==> config.mk <==
export PLATFORM = sky130hd
export DESIGN_NAME = sipo_pack
export DESIGN_NICKNAME = d
export VERILOG_FILES = /design/src/rtl/sipo_pack.sv
export SDC_FILE = /design/constraint.sdc
export NUM_CORES = 1
export LEC_CHECK = 0
export CELL_PAD_IN_SITES_DETAIL_PLACEMENT = 1
export CELL_PAD_IN_SITES_GLOBAL_PLACEMENT = 1
export CORE_MARGIN = 2
export CORE_UTILIZATION = 40
export CTS_CLUSTER_DIAMETER = 60
export CTS_CLUSTER_SIZE = 40
export DETAILED_ROUTE_END_ITERATION = 7
export DONT_BUFFER_PORTS = 1
export PLACE_DENSITY_LB_ADDON = 0.1
export SYNTH_ARGS = -nofsm -noshare
export SYNTH_HDL_FRONTEND = slang
export SYNTH_SLANG_ARGS = --single-unit
==> constraint.sdc <==
create_clock -name clk_i -period 2.9 [get_ports clk_i]
set_input_delay 0.435 -clock clk_i [delete_from_list [all_inputs] [get_ports clk_i]]
set_output_delay 0.435 -clock clk_i [all_outputs]
set_load 0.02 [all_outputs]
==> src/rtl/sipo_pack.sv <==
`default_nettype none
// ============================================================================
// sipo_pack : serial-in/parallel-out frame packer with flush and a
//             double-buffered valid/ready frame output.
// Optional feature macro: SIPO_PACK_ZERO_PAD_EN (zero-fill unused slots).
// Revision  : 1.0
// ============================================================================
module sipo_pack #(
  parameter int DATA_W    = 64,
  parameter int DEPTH     = 8,
  parameter bit MSB_FIRST = 1'b0,
  parameter int CNT_W     = $clog2(DEPTH + 1)
) (
  input  logic                    clk_i,
  input  logic                    rst_i,
  input  logic                    s_valid_i,
  output logic                    s_ready_o,
  input  logic [DATA_W-1:0]       s_data_i,
  input  logic                    flush_i,
  output logic                    m_valid_o,
  input  logic                    m_ready_i,
  output logic [DATA_W*DEPTH-1:0] m_data_o,
  output logic [CNT_W-1:0]        m_count_o,
  output logic                    m_partial_o,
  output logic [CNT_W-1:0]        fill_o
);

`ifdef SIPO_PACK_ZERO_PAD_EN
  localparam bit ZERO_PAD = 1'b1;
`else
  localparam bit ZERO_PAD = 1'b0;
`endif

  localparam logic [CNT_W-1:0] C_DEPTH = CNT_W'(DEPTH);

  logic [DEPTH-1:0][DATA_W-1:0] asm_q, asm_d, asm_merged;
  logic [CNT_W-1:0]             fill_q, fill_d, fill_inc, wr_idx;
  logic                         pend_q, pend_d;
  logic                         m_valid_q, m_valid_d;
  logic [DATA_W*DEPTH-1:0]      m_data_q, m_data_d;
  logic [CNT_W-1:0]             m_count_q, m_count_d;
  logic                         m_partial_q, m_partial_d;
  logic                         accept, out_free, close;

  assign s_ready_o = !pend_q;
  assign accept    = s_valid_i && !pend_q;
  assign out_free  = !m_valid_q || m_ready_i;
  assign fill_inc  = fill_q + CNT_W'(accept);
  assign close     = !pend_q && ((accept && (fill_inc == C_DEPTH)) ||
                                 (flush_i && (fill_inc != '0)));

  generate
    if (MSB_FIRST) begin : g_msb_first
      assign wr_idx = C_DEPTH - CNT_W'(1) - fill_q;
    end else begin : g_lsb_first
      assign wr_idx = fill_q;
    end
  endgenerate

  // Frame contents including the word accepted this cycle, so a closing
  // accept can go straight to the output register.
  always_comb begin
    asm_merged = asm_q;
    for (int i = 0; i < DEPTH; i++) begin
      if (accept && (wr_idx == CNT_W'(i))) begin
        asm_merged[i] = s_data_i;
      end
    end
  end

  always_comb begin
    asm_d       = asm_merged;
    fill_d      = fill_inc;
    pend_d      = pend_q;
    m_valid_d   = m_valid_q && !m_ready_i;
    m_data_d    = m_data_q;
    m_count_d   = m_count_q;
    m_partial_d = m_partial_q;
    if (pend_q) begin
      if (out_free) begin
        m_valid_d   = 1'b1;
        m_data_d    = asm_q;
        m_count_d   = fill_q;
        m_partial_d = (fill_q != C_DEPTH);
        pend_d      = 1'b0;
        fill_d      = '0;
        if (ZERO_PAD) asm_d = '0;
      end
    end else if (close) begin
      if (out_free) begin
        m_valid_d   = 1'b1;
        m_data_d    = asm_merged;
        m_count_d   = fill_inc;
        m_partial_d = (fill_inc != C_DEPTH);
        fill_d      = '0;
        if (ZERO_PAD) asm_d = '0;
      end else begin
        pend_d = 1'b1;
      end
    end
  end

  always_ff @(posedge clk_i or negedge rst_i) begin
    if (!rst_i) begin
      asm_q       <= '0;
      fill_q      <= '0;
      pend_q      <= 1'b0;
      m_valid_q   <= 1'b0;
      m_data_q    <= '0;
      m_count_q   <= '0;
      m_partial_q <= 1'b0;
    end else begin
      asm_q       <= asm_d;
      fill_q      <= fill_d;
      pend_q      <= pend_d;
      m_valid_q   <= m_valid_d;
      m_data_q    <= m_data_d;
      m_count_q   <= m_count_d;
      m_partial_q <= m_partial_d;
    end
  end

  assign m_valid_o   = m_valid_q;
  assign m_data_o    = m_data_q;
  assign m_count_o   = m_count_q;
  assign m_partial_o = m_partial_q;
  assign fill_o      = fill_q;

endmodule
`default_nettype wire
### After elaboration in Yosys (flattened, before gate mapping)

Index checks and enable logic that the tools add are counted.

* reduce and logical (&&, ||, !) cells: 22
* multiply operators: 0
* muxes and demuxes: 29
* add/sub/neg operators: 1
* $lt $le $gt $ge: 0
* div/mod/pow operators: 0
* bitwise gates (word level): 0
* equal/unequal tests: 10
* shift operators: 0

Operator list (number)
* $mux W512: 4
* $mux W64: 8
* $mux W4: 7
* $eq A4 B3 Y1 const B: 4
* $logic_and A1 B1 Y1: 13
* $mux W1: 10
* $eq A4 B2 Y1 const B: 2
* $ne A4 B4 Y1 const B: 2
* $add A4 B1 Y4: 1
* $eq A4 B1 Y1 const B: 1
* $eq A4 B4 Y1 const B: 1
* $logic_not A4 Y1: 1
* $reduce_bool A4 Y1: 1
* $logic_not A1 Y1: 3
* $logic_or A1 B1 Y1: 2
* $reduce_and A2 Y1: 1
* $reduce_bool A2 Y1: 1

* memories: 0
* bits in latches: 0
* RAM bits: 0
* bits of input ports: 69
* output and inout port bits: 523
* ROM bits: 0
* logic and storage cells: 76
* flip-flop bits (word level): 1035

### Longest topological paths before layout

Gate-level depths: netlist (run 1).

* depth after elaboration: 9
* gate-level depth with buffers: 10
* depth with buffers taken out: 7

### Least setup slack after synthesis (run 1)

OpenSTA, ideal clock, no wires.

* path kind: input to register
* start: in s_valid_i
* end: reg m_data_q[426] (netlist: m_data_o[426])
* setup time: 0.125 ns
* arrival: 2.494 ns
* stages: 9
* data required time: 2.775 ns
* setup slack: 0.281 ns
* buffers on the path: 2
* cell sequence: nor2b_1 ha_1 ha_1 xnor2_1 a211oi_1 a211oi_2 buf_2 buf_2 mux2_2

* cells in the longest elaborated chain, start to end: 8
* elaborated cells on any way between the ends: 15
* those cells by class: add/sub (1); eq/ne (1); mux (4); reduce/logical (9)

Ends and longest elaborated chain
* from (decl): line 16 `input logic s_valid_i,`
* $logic_and A1 B1 Y1 *: line 46 `assign accept = s_valid_i && !pend_q;`
* $add A4 B1 Y4: line 48 `assign fill_inc = fill_q + CNT_W'(accept);`
* $eq A4 B4 Y1 / $reduce_bool A4 Y1 (equally long branches): line 49, 50
* $logic_and A1 B1 Y1, on equally long branches: line 49, 50
* $logic_or A1 B1 Y1: line 49 `assign close = !pend_q && ((accept && (fill_inc == C_DEPTH)) ||`
* $logic_and A1 B1 Y1: line 49
* $reduce_bool A2 Y1 (no source line)
* $reduce_and A2 Y1 (no source line)
* to (signal assigned): line 117 `m_data_q <= m_data_d;`
* to (decl): line 40 `logic [DATA_W*DEPTH-1:0] m_data_q, m_data_d;`

Every way passes the cells marked *; elsewhere a longest branch is shown, timed or not. The select of a mux whose other input is x is not followed.
A chain may end at the register's enable or synchronous reset.

### Worst setup path in the final report (run 1)

* start: reg pend_q
* end: reg m_data_q[189] (netlist: m_data_o[189])

* cells in the longest elaborated chain, start to end: 9
* elaborated cells on any way between the ends: 16
* those cells by class: add/sub (1); eq/ne (1); mux (4); reduce/logical (10)

Ends and longest elaborated chain
* from (decl): line 38 `logic pend_q, pend_d;`
* from (signal assigned): line 115 `pend_q <= pend_d;`
* $logic_not A1 Y1: line 46, 49
* $logic_and A1 B1 Y1: line 46
* $add A4 B1 Y4: line 48
* $eq A4 B4 Y1 / $reduce_bool A4 Y1 (equally long branches): line 49, 50
* $logic_and A1 B1 Y1, on equally long branches: line 49, 50
* $logic_or A1 B1 Y1: line 49
* $logic_and A1 B1 Y1: line 49
* $reduce_bool A2 Y1 (no source line)
* $reduce_and A2 Y1 (no source line)

Parallel ways exist; a longest one is shown, timed or not. The select of a mux whose other input is x is not followed.

==> summary.md, run 1 <==
| Metric | Value |
|---|---|
| Vias in the first global route | `~21k` |
| Area contributors post-synth | `dfrtp_1 68%, mux2_2 30%, buf_2 0.92%, mux2_1 0.38%, clkbuf_1 0.37%` |
| Outcome | `finished, violations left` |
| Final hold violations | `166` |
| Cells on worst reg2reg path | `10` |
| Register area share after synthesis | `between 60% and 70%` |
| Fin crit period | `between 2 and 3 ns` |
| Core region area | `approximately 95000 sq um` |
| Layout cells sized above 1 | `52.3%` |
| Total chip power | `56400 uW` |
| Routing usage on met2 | `33.5%` |
| Relative slew margins | `9.26%` |
| Most frequent cells in the layout | `1035 x dfrtp_1, 1017 x mux2_2, 91 x clkbuf_16` |
| Largest area contributor in the netlist | `dfrtp_1` |
| Final HPWL DP | `63.8 mm` |
| Synth cell types | `26` |
| DR WL/cell | `about 27 microns` |
| Reg-to-reg slack, setup | `between 0.15 and 0.2 ns` |
| CP Max Fanout | `37` |
| Critical Path End Type | `register` |
| Syn_area_per_cell | `17.3 sq um` |
| Most common cell after layout, fill and taps aside | `dfrtp_1` |
| First-pass GRT wire length | `between 100 and 150 mm` |
| Grt peak-use layer | `met2` |
| Number of top-level pins | `between 500 and 600` |
| Worst-path clk slew | `~0.09 ns` |
| Worst-margin pin slew | `~1.4 ns` |
| VDD IR max | `approximately 0.65 mV` |
| CP Launch Type | `register` |
| Later-pin clock latency in the skew report | `0.68 ns` |
| Die Y | `about 310 microns` |
| Lkg Pwr | `0.0205 uW` |
| MaxCap Viol Count | `0` |
| Routing usage on met3 | `7.68%` |
| Yosys warning count | `0` |
| Root Driver | `clkbuf_16` |
| Syn Nets | `~2.3k` |
| Dpl cell area | `approximately 40000 sq um` |
| Starting Density | `~40%` |
| Layout Nets | `around 2.4k` |
| Fin area | `44400 sq um` |
| Fill cell count | `8878` |
| WHS | `-0.547 ns` |
| Violated checks | `negative hold slack` |
| Die area | `just under 100000 sq um` |
| Syn Inst Count | `2216` |
| CTS Buffer Depth | `3` |
| Routed vias | `about 19k` |
| RSZ-0062 raised after global routing | `false` |
| TritonCTS clock tree | `built` |
| GPL Wtd Cong | `~0.77` |
| Max Clk Rate | `about 370 MHz` |
| Routed WL | `approximately 100 mm` |
| DR iter-0 viols | `a little under 900` |
| Yosys reg bits | `approximately 1.0k` |
| CTS Buf Count | `90` |
| Setup CP Type | `register to register` |
| GR Layer Usage met1 | `approximately a quarter` |
| Fin Setup TNS | `0 ns` |
| Via-to-Cell Ratio | `5.22` |
| First-pass DRT Iterations | `4` |
| Data arrival time of the critical path | `~3.2 ns` |
| Crit Reg-Reg Startpoint | `pend_q$_DFF_PN0_` |
| H-tree levels | `3` |
| Grt ovf | `0` |
| Drc violations | `0` |
| Reg-to-Reg End | `m_data_o[189]$_DFFE_PN0P_` |
| Post-synth top area share | `67.7%` |
| Synth-to-layout area growth | `15.9%` |
| Hold crit path type | `input port to async pin` |
| Worst clock skew | `0.0370 ns` |
| Port bufs | `0` |
| GRT Total Usage | `20.3%` |
| Clock sinks | `between 1k and 1.5k` |
| Final ANT Viol Nets | `0` |
| Initial antenna violation count | `6` |
| Final Setup Violations | `0` |
| Final Max Tran Viols | `0` |
| Row count | `113` |
| Die extent in x | `between 300 and 400 microns` |
| Post-CTS Resized | `0` |
| Worst Path Required | `~3.4 ns` |
| Largest net degree at the start of global routing | `roughly 1.0k` |
| Post-route clock period utilization | `93.4%` |
| Synth Cell Area | `between 30000 and 40000 sq um` |
| Hold_buf cts | `between 60 and 70` |
| Pwr per Cell Area | `about 1300 nW/um^2` |
[stage by stage]
stage	setup slack, ns	hold WS, ns	utilization [%]	instances
CTS	0.0570	-0.584	46.6	3663
floorplan	0.281	0.139	-	2216
global placement	0.0901	0.164	42.4	3429
global route	0.0150	-0.603	46.8	3671
finish	0.191	-0.547	46.8	3672
detailed placement	-0.0203	0.175	42.4	3429
[area by class of cell]
| class | instances | area (sq um) | area share [%] |
|---|---|---|---|
| Timing Repair Buffer | 127 | 1600 | 3.60 |
| Clock inverter | 74 | 1030 | 2.32 |
| Inverter | 2 | 7.51 | 0.0169 |
| Sequential cell | 1035 | 25900 | 58.4 |
| Multi-Input combinational cell | 1071 | 11900 | 26.9 |
| Tap cell | 1265 | 1580 | 3.57 |
| Clock buffer | 95 | 2310 | 5.21 |
| Antenna cell | 3 | 7.51 | 0.0169 |
[worst max path at each step]
stage,start,end,cells after the start
floorplan,s_valid_i,m_data_o[426]$_DFFE_PN0P_,9
global placement,s_valid_i,m_data_o[388]$_DFFE_PN0P_,9
detailed placement,s_valid_i,m_data_o[136]$_DFFE_PN0P_,9
CTS,pend_q$_DFF_PN0_,m_data_o[322]$_DFFE_PN0P_,9
global route,pend_q$_DFF_PN0_,m_data_o[137]$_DFFE_PN0P_,10
finish,pend_q$_DFF_PN0_,m_data_o[189]$_DFFE_PN0P_,10
[critical path, cell delays in order (launching register included)]
cell and delay, ns:
dfrtp_1 0.38, nor2b_1 0.15, ha_1 0.21, ha_1 0.27, nor2_1 0.22, a211oi_1 0.14, a211oi_4 0.19, buf_4 0.17
buf_12 0.19, buf_12 0.26, mux2_2 0.36
[power breakdown]
group | switching, uW | internal, uW | total [uW]
Combinational | 6620 | 9010 | 15600
Clock | 6410 | 6760 | 13200
Sequential | 7170 | 20400 | 27600
[synthesized netlist by cell type]
master and n:
dfrtp_1 1035, clkbuf_1 38, a31oi_1 1, nand4b_1 1
xor2_1 2, and3_1 3, nand2_1 7, ha_1 2
nand2b_1 1, nor2_1 5, inv_1 2, a21oi_1 1
nor4b_2 1, a31o_2 1, o31ai_1 1, xnor2_1 2
a211oi_2 1, o21ai_0 1, buf_2 70, and4bb_2 1
nand3_1 3, mux2_2 1017, nor2b_1 5, mux2i_1 1
mux2_1 13, a211oi_1 1
[routing by layer]
metal,up-vias,wire length (microns),share of wire (%)
li1,8089,-,-
met1,10477,38900,39
met2,469,48200,49
met3,130,8710,8.8
met4,4,2830,2.9
met5,-,27,0.027
[logic make-up (layout without fill, tap and decap cells)]
| kind of cell | Yosys count | after routing | share of synthesized area, % |
|---|---|---|---|
| multiplexers | 1031 | 1031 | 30.3 |
| adder cells (fa/ha/maj) | 2 | 2 | 0.0654 |
| buffers and inverters | 110 | 298 | 1.31 |
| XOR/XNOR | 4 | 4 | 0.0915 |
| AND/OR/NAND/NOR | 27 | 27 | 0.399 |
| AO/OA/AOI/OAI | 7 | 7 | 0.137 |
| other | 0 | 3 | 0 |
| flip-flops | 1035 | 1035 | 67.7 |
[flip-flops by register name (all words and copies together), names as in the netlist]
| signal | cells |
|---|---|
| m_valid_o | 1 |
| pend_q | 1 |
| m_data_o | 512 |
| m_count_o | 4 |
| m_partial_o | 1 |
| fill_o | 4 |
| asm_q | 512 |
[repair_timing]
item | CTS | global route
endpoints found under the setup margin | 0 | 307
hold endpoints to repair | 1683 | 156
setup buffers | 0 | 2
(Power assumes the default switching activity.)
==> inputs of run 2 (changes only) <==
RECOVER_POWER = 25   (was unset)
==> run 2 against run 1 <==
Against the previous run: the flow finishes with violations (negative hold slack, max-capacitance violations, max-slew violations); non-clock buffer count unchanged; routed wire length about the same; die area unchanged; global-route usage unchanged; cell count unchanged; fmax unchanged; critical path depth unchanged; hold slack about the same.
==> summary.md, run 2 (same netlist as run 1, synthesis figures left out) <==
| Metric | Value |
|---|---|
| Core region area | `94900 sq um (unchanged)` |
| Starting Density | `40.3% (unchanged)` |
| CP endpoint | `m_data_o[189]$_DFFE_PN0P_` |
| Number of top-level pins | `592 (unchanged)` |
| FF/Latch Area | `25900 sq um (unchanged)` |
| Final ANT Viol Nets | `0 (unchanged)` |
| First-pass GRT wire length | `148 mm (unchanged)` |
| Die area | `98200 sq um (unchanged)` |
| Hold crit path type | `input port to async pin` |
| Final hold violations | `156 (-6.0%)` |
| Fin crit period | `2.71 ns (+0.00000100 ns)` |
| Hold_buf cts | `65 (unchanged)` |
| Lkg Pwr | `0.0205 uW (about the same)` |
| Data arrival time of the critical path | `3.24 ns (about the same)` |
| Layout Nets | `2398 (unchanged)` |
| Final Setup Violations | `0 (unchanged)` |
| Die Y | `313 microns (unchanged)` |
| Layout cells sized above 1 | `52.3% (unchanged)` |
| Post-route clock period utilization | `93.4% (about the same)` |
| MaxCap Viol Count | `2 (+2)` |
| Crit Reg-Reg Startpoint | `pend_q$_DFF_PN0_` |
| Fin area | `44300 sq um (about the same)` |
| Fill cell count | `8883 (+0.056%)` |
| Total chip power | `56400 uW (about the same)` |
| Relative slew margins | `-63.2% (-72 points)` |
| Most frequent cells in the layout | `1035 x dfrtp_1, 1017 x mux2_2, 91 x clkbuf_16` |
| Cells on worst reg2reg path | `10 (unchanged)` |
| Most common cell after layout, fill and taps aside | `dfrtp_1` |
| Worst-margin pin slew | `2.45 ns (+1.09 ns)` |
| GPL Wtd Cong | `0.766 (unchanged)` |
| Root Driver | `clkbuf_16` |
| Grt ovf | `0 (unchanged)` |
| Dpl cell area | `40200 sq um (unchanged)` |
| Later-pin clock latency in the skew report | `0.68 ns (about the same)` |
| Final HPWL DP | `63.8 mm (unchanged)` |
| Final Max Tran Viols | `515 (+515)` |
| Max Clk Rate | `369 MHz (unchanged)` |
| WHS | `-0.548 ns (-0.000285 ns)` |
| VDD IR max | `0.645 mV (about the same)` |
| CTS Buf Count | `90 (unchanged)` |
| First-pass DRT Iterations | `4 (unchanged)` |
| H-tree levels | `3 (unchanged)` |
| Routed WL | `98.7 mm (about the same)` |
| CP startpoint | `pend_q$_DFF_PN0_` |
| DR iter-0 viols | `896 (+0.11%)` |
| RSZ-0062 raised after global routing | `false` |
| Outcome | `finished, violations left` |
| Worst Path Required | `3.44 ns (about the same)` |
| CP Max Fanout | `37 (unchanged)` |
| Post-CTS Resized | `0 (unchanged)` |
| Synth-to-layout area growth | `15.8% (about the same)` |
| TritonCTS clock tree | `built` |
| GRT Total Usage | `20.3% (unchanged)` |
| Drc violations | `0 (unchanged)` |
| Critical Path End Type | `register` |
| Reg-to-reg slack, setup | `0.19 ns (about the same)` |
| Worst clock skew | `0.0370 ns (unchanged)` |
| Port bufs | `0 (unchanged)` |
| Via-to-Cell Ratio | `5.22 (unchanged)` |
| Die extent in x | `313 microns (unchanged)` |
| Reg-to-Reg End | `m_data_o[189]$_DFFE_PN0P_` |
| DR WL/cell | `26.9 microns (about the same)` |
| Final core occ | `46.7% (about the same)` |
| Clock sinks | `1035 (unchanged)` |
| Pwr per Cell Area | `1270 nW/um^2 (about the same)` |
| CTS Buffer Depth | `3 (unchanged)` |
| Vias in the first global route | `21.2k (unchanged)` |
| Largest net degree at the start of global routing | `1036 (unchanged)` |
| Initial antenna violation count | `6 (unchanged)` |
| Worst-path clk slew | `0.09 ns (about the same)` |
| Area taken by multi-input logic gates | `11900 sq um (unchanged)` |
| Row count | `113 (unchanged)` |
| Setup CP Type | `register to register` |
| Routed vias | `19.2k (unchanged)` |
| CP Launch Type | `register` |
| Violated checks | `negative hold slack, max-capacitance violations, max-slew violations` |
run 2: final cells by class:
class	instances	share of cell area [%]
Sequential cell	1035	58.4
Tap cell	1265	3.57
Multi-Input combinational cell	1071	26.9
Antenna cell	3	0.0169
Clock buffer	95	5.22
Timing Repair Buffer	127	3.53
Clock inverter	74	2.32
Inverter	2	0.0169
run 2: power breakdown:
| part | leakage, uW | switching [uW] | internal, uW |
|---|---|---|---|
| Clock | 0.00161 | 6410 | 6760 |
| Combinational | 0.00576 | 6620 | 9000 |
| Sequential | 0.0132 | 7170 | 20400 |
| Total | 0.0205 | 20200 | 36200 |
run 2: per-stage QoR:
step | hold slack, ns | TNS (ns) | std cells | worst slack [ns]
final | -0.548 | 0 | 3672 | 0.191
after global routing | -0.603 | 0 | 3671 | 0.0150
after CTS | -0.584 | 0 | 3663 | 0.0570
after detailed placement | 0.175 | -0.0512 | 3429 | -0.0203
after global placement | 0.164 | 0 | 3429 | 0.0901
after floorplan | 0.139 | 0 | 2216 | 0.281
run 2: how the worst min path moves through the flow:
stage	end	slack (ns)
5_1_grt	asm_q[186]$_DFF_PN0_	-0.60
2_1_floorplan	asm_q[0]$_DFF_PN0_	0.14
3_5_place_dp	asm_q[59]$_DFF_PN0_	0.17
3_3_place_gp	asm_q[59]$_DFF_PN0_	0.16
6_report	asm_q[186]$_DFF_PN0_	-0.55
4_1_cts	asm_q[59]$_DFF_PN0_	-0.58
run 2: what timing repair did:
action,in CTS,in global routing
setup endpoints to repair,0,307
endpoints found under the hold margin,1683,156
buffers inserted,0,2
run 2: critical path, cell delays in order (launching register included):
cell,delay [ns]
dfrtp_1,0.38
nor2b_1,0.15
ha_1,0.21
ha_1,0.27
nor2_1,0.22
a211oi_1,0.14
a211oi_4,0.19
buf_4,0.17
buf_12,0.19
buf_12,0.26
mux2_2,0.36
run 2: metal layers:
layer	track usage (%)	vias up	share of wire, %
li1	-	8089	-
met1	24.5	10477	39
met2	33.5	469	49
met3	7.68	130	8.8
met4	6.63	4	2.9
met5	0	-	0.027
==> inputs of run 3 (changes only) <==
clock period = 2.22 ns   (was 2.9 ns; I/O delays follow)
==> run 3 against run 2 <==
Against the previous run: the flow finishes with violations (negative hold slack, max-capacitance violations, max-slew violations, negative setup slack); routed wire length grew 2.5%; hold slack lost 0.12 ns; non-clock buffer count grew 53; register-to-register slack lost 0.46 ns; critical path type unchanged; largest power group unchanged.
==> summary.md, run 3 (same netlist as run 1, synthesis figures left out) <==
| Metric | Value |
|---|---|
| Final HPWL DP | `66.2 mm (+3.8%)` |
| GPL Wtd Cong | `0.751 (-2.1%)` |
| Slowest-stage cell, CP | `dfrtp_1` |
| CP Max Fanout | `23 (-38%)` |
| VDD IR max | `0.878 mV (+36%)` |
| Critical path's top delay family | `buffers and inverters` |
| Metal2 WL | `49.8 mm (+3.2%)` |
| Worst clock skew | `0.0236 ns (-0.0134 ns)` |
| Grt ovf | `0 (unchanged)` |
| RSZ-0062 raised after global routing | `true` |
| Via-to-Cell Ratio | `5.21 (-0.17%)` |
| Max Clk Rate | `401 MHz (+8.7%)` |
| Lkg Pwr | `0.0210 uW (+2.2%)` |
| CTS Buffer Depth | `3 (unchanged)` |
| Final worst slack | `-0.273 ns (-0.464 ns)` |
| Vias in the first global route | `21.6k (+2.0%)` |
| Layout cells sized above 1 | `53.4% (+1.1 points)` |
| Die Y | `313 microns (unchanged)` |
| Pre-CTS setup slack | `-0.275 ns (-0.255 ns)` |
| Port bufs | `0 (unchanged)` |
| Fin crit period | `2.49 ns (-0.216 ns)` |
| Crit-path cells | `nor2b_2 > ha_2 > ha_4 > xnor2_4 > and3_4 > a211oi_4 > buf_12 > buf_16 > buf_16 > mux2_2` |
| Relative slew margins | `-13.4% (+50 points)` |
| Final Setup Violations | `516 (+516)` |
| Worst-path clk slew | `0.08 ns (about the same)` |
| GRT Total Usage | `20.6% (+0.28 points)` |
| CP peak stage delay | `0.40 ns (+0.02 ns)` |
| Final Max Tran Viols | `187 (-64%)` |
| Die extent in x | `313 microns (unchanged)` |
| CTS Buf Count | `90 (unchanged)` |
| Layout Nets | `2451 (+2.2%)` |
| MaxCap Viol Count | `1 (-1)` |
| Later-pin clock latency in the skew report | `0.68 ns (about the same)` |
| Synth-to-layout area growth | `18.1%` |
| Post-route clock period utilization | `112% (+19 points)` |
| Hold_buf cts | `67 (+3.1%)` |
| Die area | `98200 sq um (unchanged)` |
| Final ANT Viol Nets | `0 (unchanged)` |
| Crit-path most repeated cell | `buf_16` |
| Critical path buffer and inverter count | `3 (unchanged)` |
| Outcome | `finished, violations left` |
| Routed vias | `19.4k (+1.3%)` |
| First-pass DRT Iterations | `4 (unchanged)` |
| Routed WL | `101 mm (+2.5%)` |
| Root Driver | `clkbuf_16` |
| WHS | `-0.664 ns (-0.116 ns)` |
| TritonCTS clock tree | `built` |
| Starting Density | `40.3% (unchanged)` |
| DR iter-0 viols | `878 (-2.0%)` |
| Final std cells w/o fill | `3727 (+1.5%)` |
| FF/Latch Area | `25900 sq um (about the same)` |
| Critical Path End Type | `register` |
| Worst Path Required | `2.78 ns (-0.66 ns)` |
| Fill cell count | `8912 (+0.33%)` |
| Data arrival time of the critical path | `3.06 ns (-0.18 ns)` |
| Total chip power | `75500 uW (+34%)` |
| Area taken by multi-input logic gates | `12200 sq um (+1.9%)` |
| Pwr per Cell Area | `1670 nW/um^2 (+31%)` |
| CP Launch Type | `register` |
| Hold crit path type | `input port to async pin` |
| Core region area | `94900 sq um (unchanged)` |
| Row count | `113 (unchanged)` |
| Final hold violations | `308 (+97%)` |
| Most frequent cells in the layout | `1034 x dfrtp_1, 970 x mux2_2, 93 x clkbuf_16` |
| First-pass GRT wire length | `150 mm (+1.3%)` |
| Number of top-level pins | `592 (unchanged)` |
| DR WL/cell | `27.1 microns (+0.96%)` |
| Top Layer Used | `met5` |
| Setup CP Type | `register to register` |
| Violated checks | `negative hold slack, max-capacitance violations, max-slew violations, negative setup slack` |
| Most common cell after layout, fill and taps aside | `dfrtp_1` |
| WL met3 | `10.2 mm (+17%)` |
| Worst-margin pin slew | `1.70 ns (-0.747 ns)` |
| Initial antenna violation count | `10 (+4)` |
| H-tree levels | `3 (unchanged)` |
| Drc violations | `0 (unchanged)` |
| Metal-1 WL | `38.1 mm (-2.1%)` |
| Largest net degree at the start of global routing | `1036 (unchanged)` |
| Clock sinks | `1035 (unchanged)` |
| Inst Count DP | `3473 (+1.3%)` |
run 3: cell types whose count changed in the layout (fill, tap and decap cells not counted), moves of 6 or more:
cell | before | now
buf_12 | 32 | 42
mux2_4 | 0 | 47
buf_4 | 26 | 55
mux2_2 | 1017 | 970
clkinv_8 | 27 | 15
buf_16 | 2 | 12
clkinvlp_4 | 3 | 9
run 3: worst paths after layout:
| kind | end | depth (start not counted) | slack [ns] | from |
|---|---|---|---|---|
| worst min register to register | asm_q[447]$_DFF_PN0_ | 1 | 0.49 | asm_q[447]$_DFF_PN0_ |
| worst max register to register | m_data_o[146]$_DFFE_PN0P_ | 10 | -0.27 | pend_q$_DFF_PN0_ |
| max in group asynchronous | m_data_o[408]$_DFFE_PN0P_ | 3 | 0.21 | rst_i |
| worst max-delay path | m_data_o[146]$_DFFE_PN0P_ | 10 | -0.27 | pend_q$_DFF_PN0_ |
| worst min-delay path | m_data_o[250]$_DFFE_PN0P_ | 0 | -0.66 | rst_i |
| min in group clk_i | fill_o[0]$_DFF_PN0_ | 4 | 0.25 | s_valid_i |
run 3: final cells by class:
type	instances	area share [%]
inverter	2	0.0166
clock inverter	72	1.95
tap	1265	3.50
sequential	1035	57.3
antenna	5	0.0277
timing repair buffer	180	5.15
multi-input combinational	1071	26.9
clock buffer	97	5.11
run 3: where the power goes:
part	leakage (uW)	switching [uW]	internal (uW)	total [uW]
clock network	0.00153	8360	8400	16800
logic	0.00628	9120	13600	22700
registers	0.0132	9410	26700	36100
run 3: through the flow:
step                utilization [%]  TNS [ns]  hold slack [ns]  cell area [sq um]
global route                   47.6   -175.76           -0.715              45200
finish                         47.6   -113.23           -0.664              45200
CTS                            47.3   -131.32           -0.698              44900
global placement               43.1   -123.25           0.0669              40900
detailed placement             43.1   -118.61           0.0672              40900
floorplan                         -   -110.93           0.0374              38600
run 3: layer usage:
layer | track usage [%] | vias up
met5 | 0 | -
met4 | 6.89 | 8
met3 | 8.93 | 150
met2 | 34.3 | 484
met1 | 23.7 | 10562
li1 | - | 8219
run 3: what timing repair did:
| item | in CTS | in global routing |
|---|---|---|
| gates cloned | 1 | 2 |
| endpoints found under the setup margin | 517 | 687 |
| gates resized for setup | 24 | 22 |
| endpoints found under the hold margin | 2061 | 494 |
| buffers inserted | 4 | 1 |
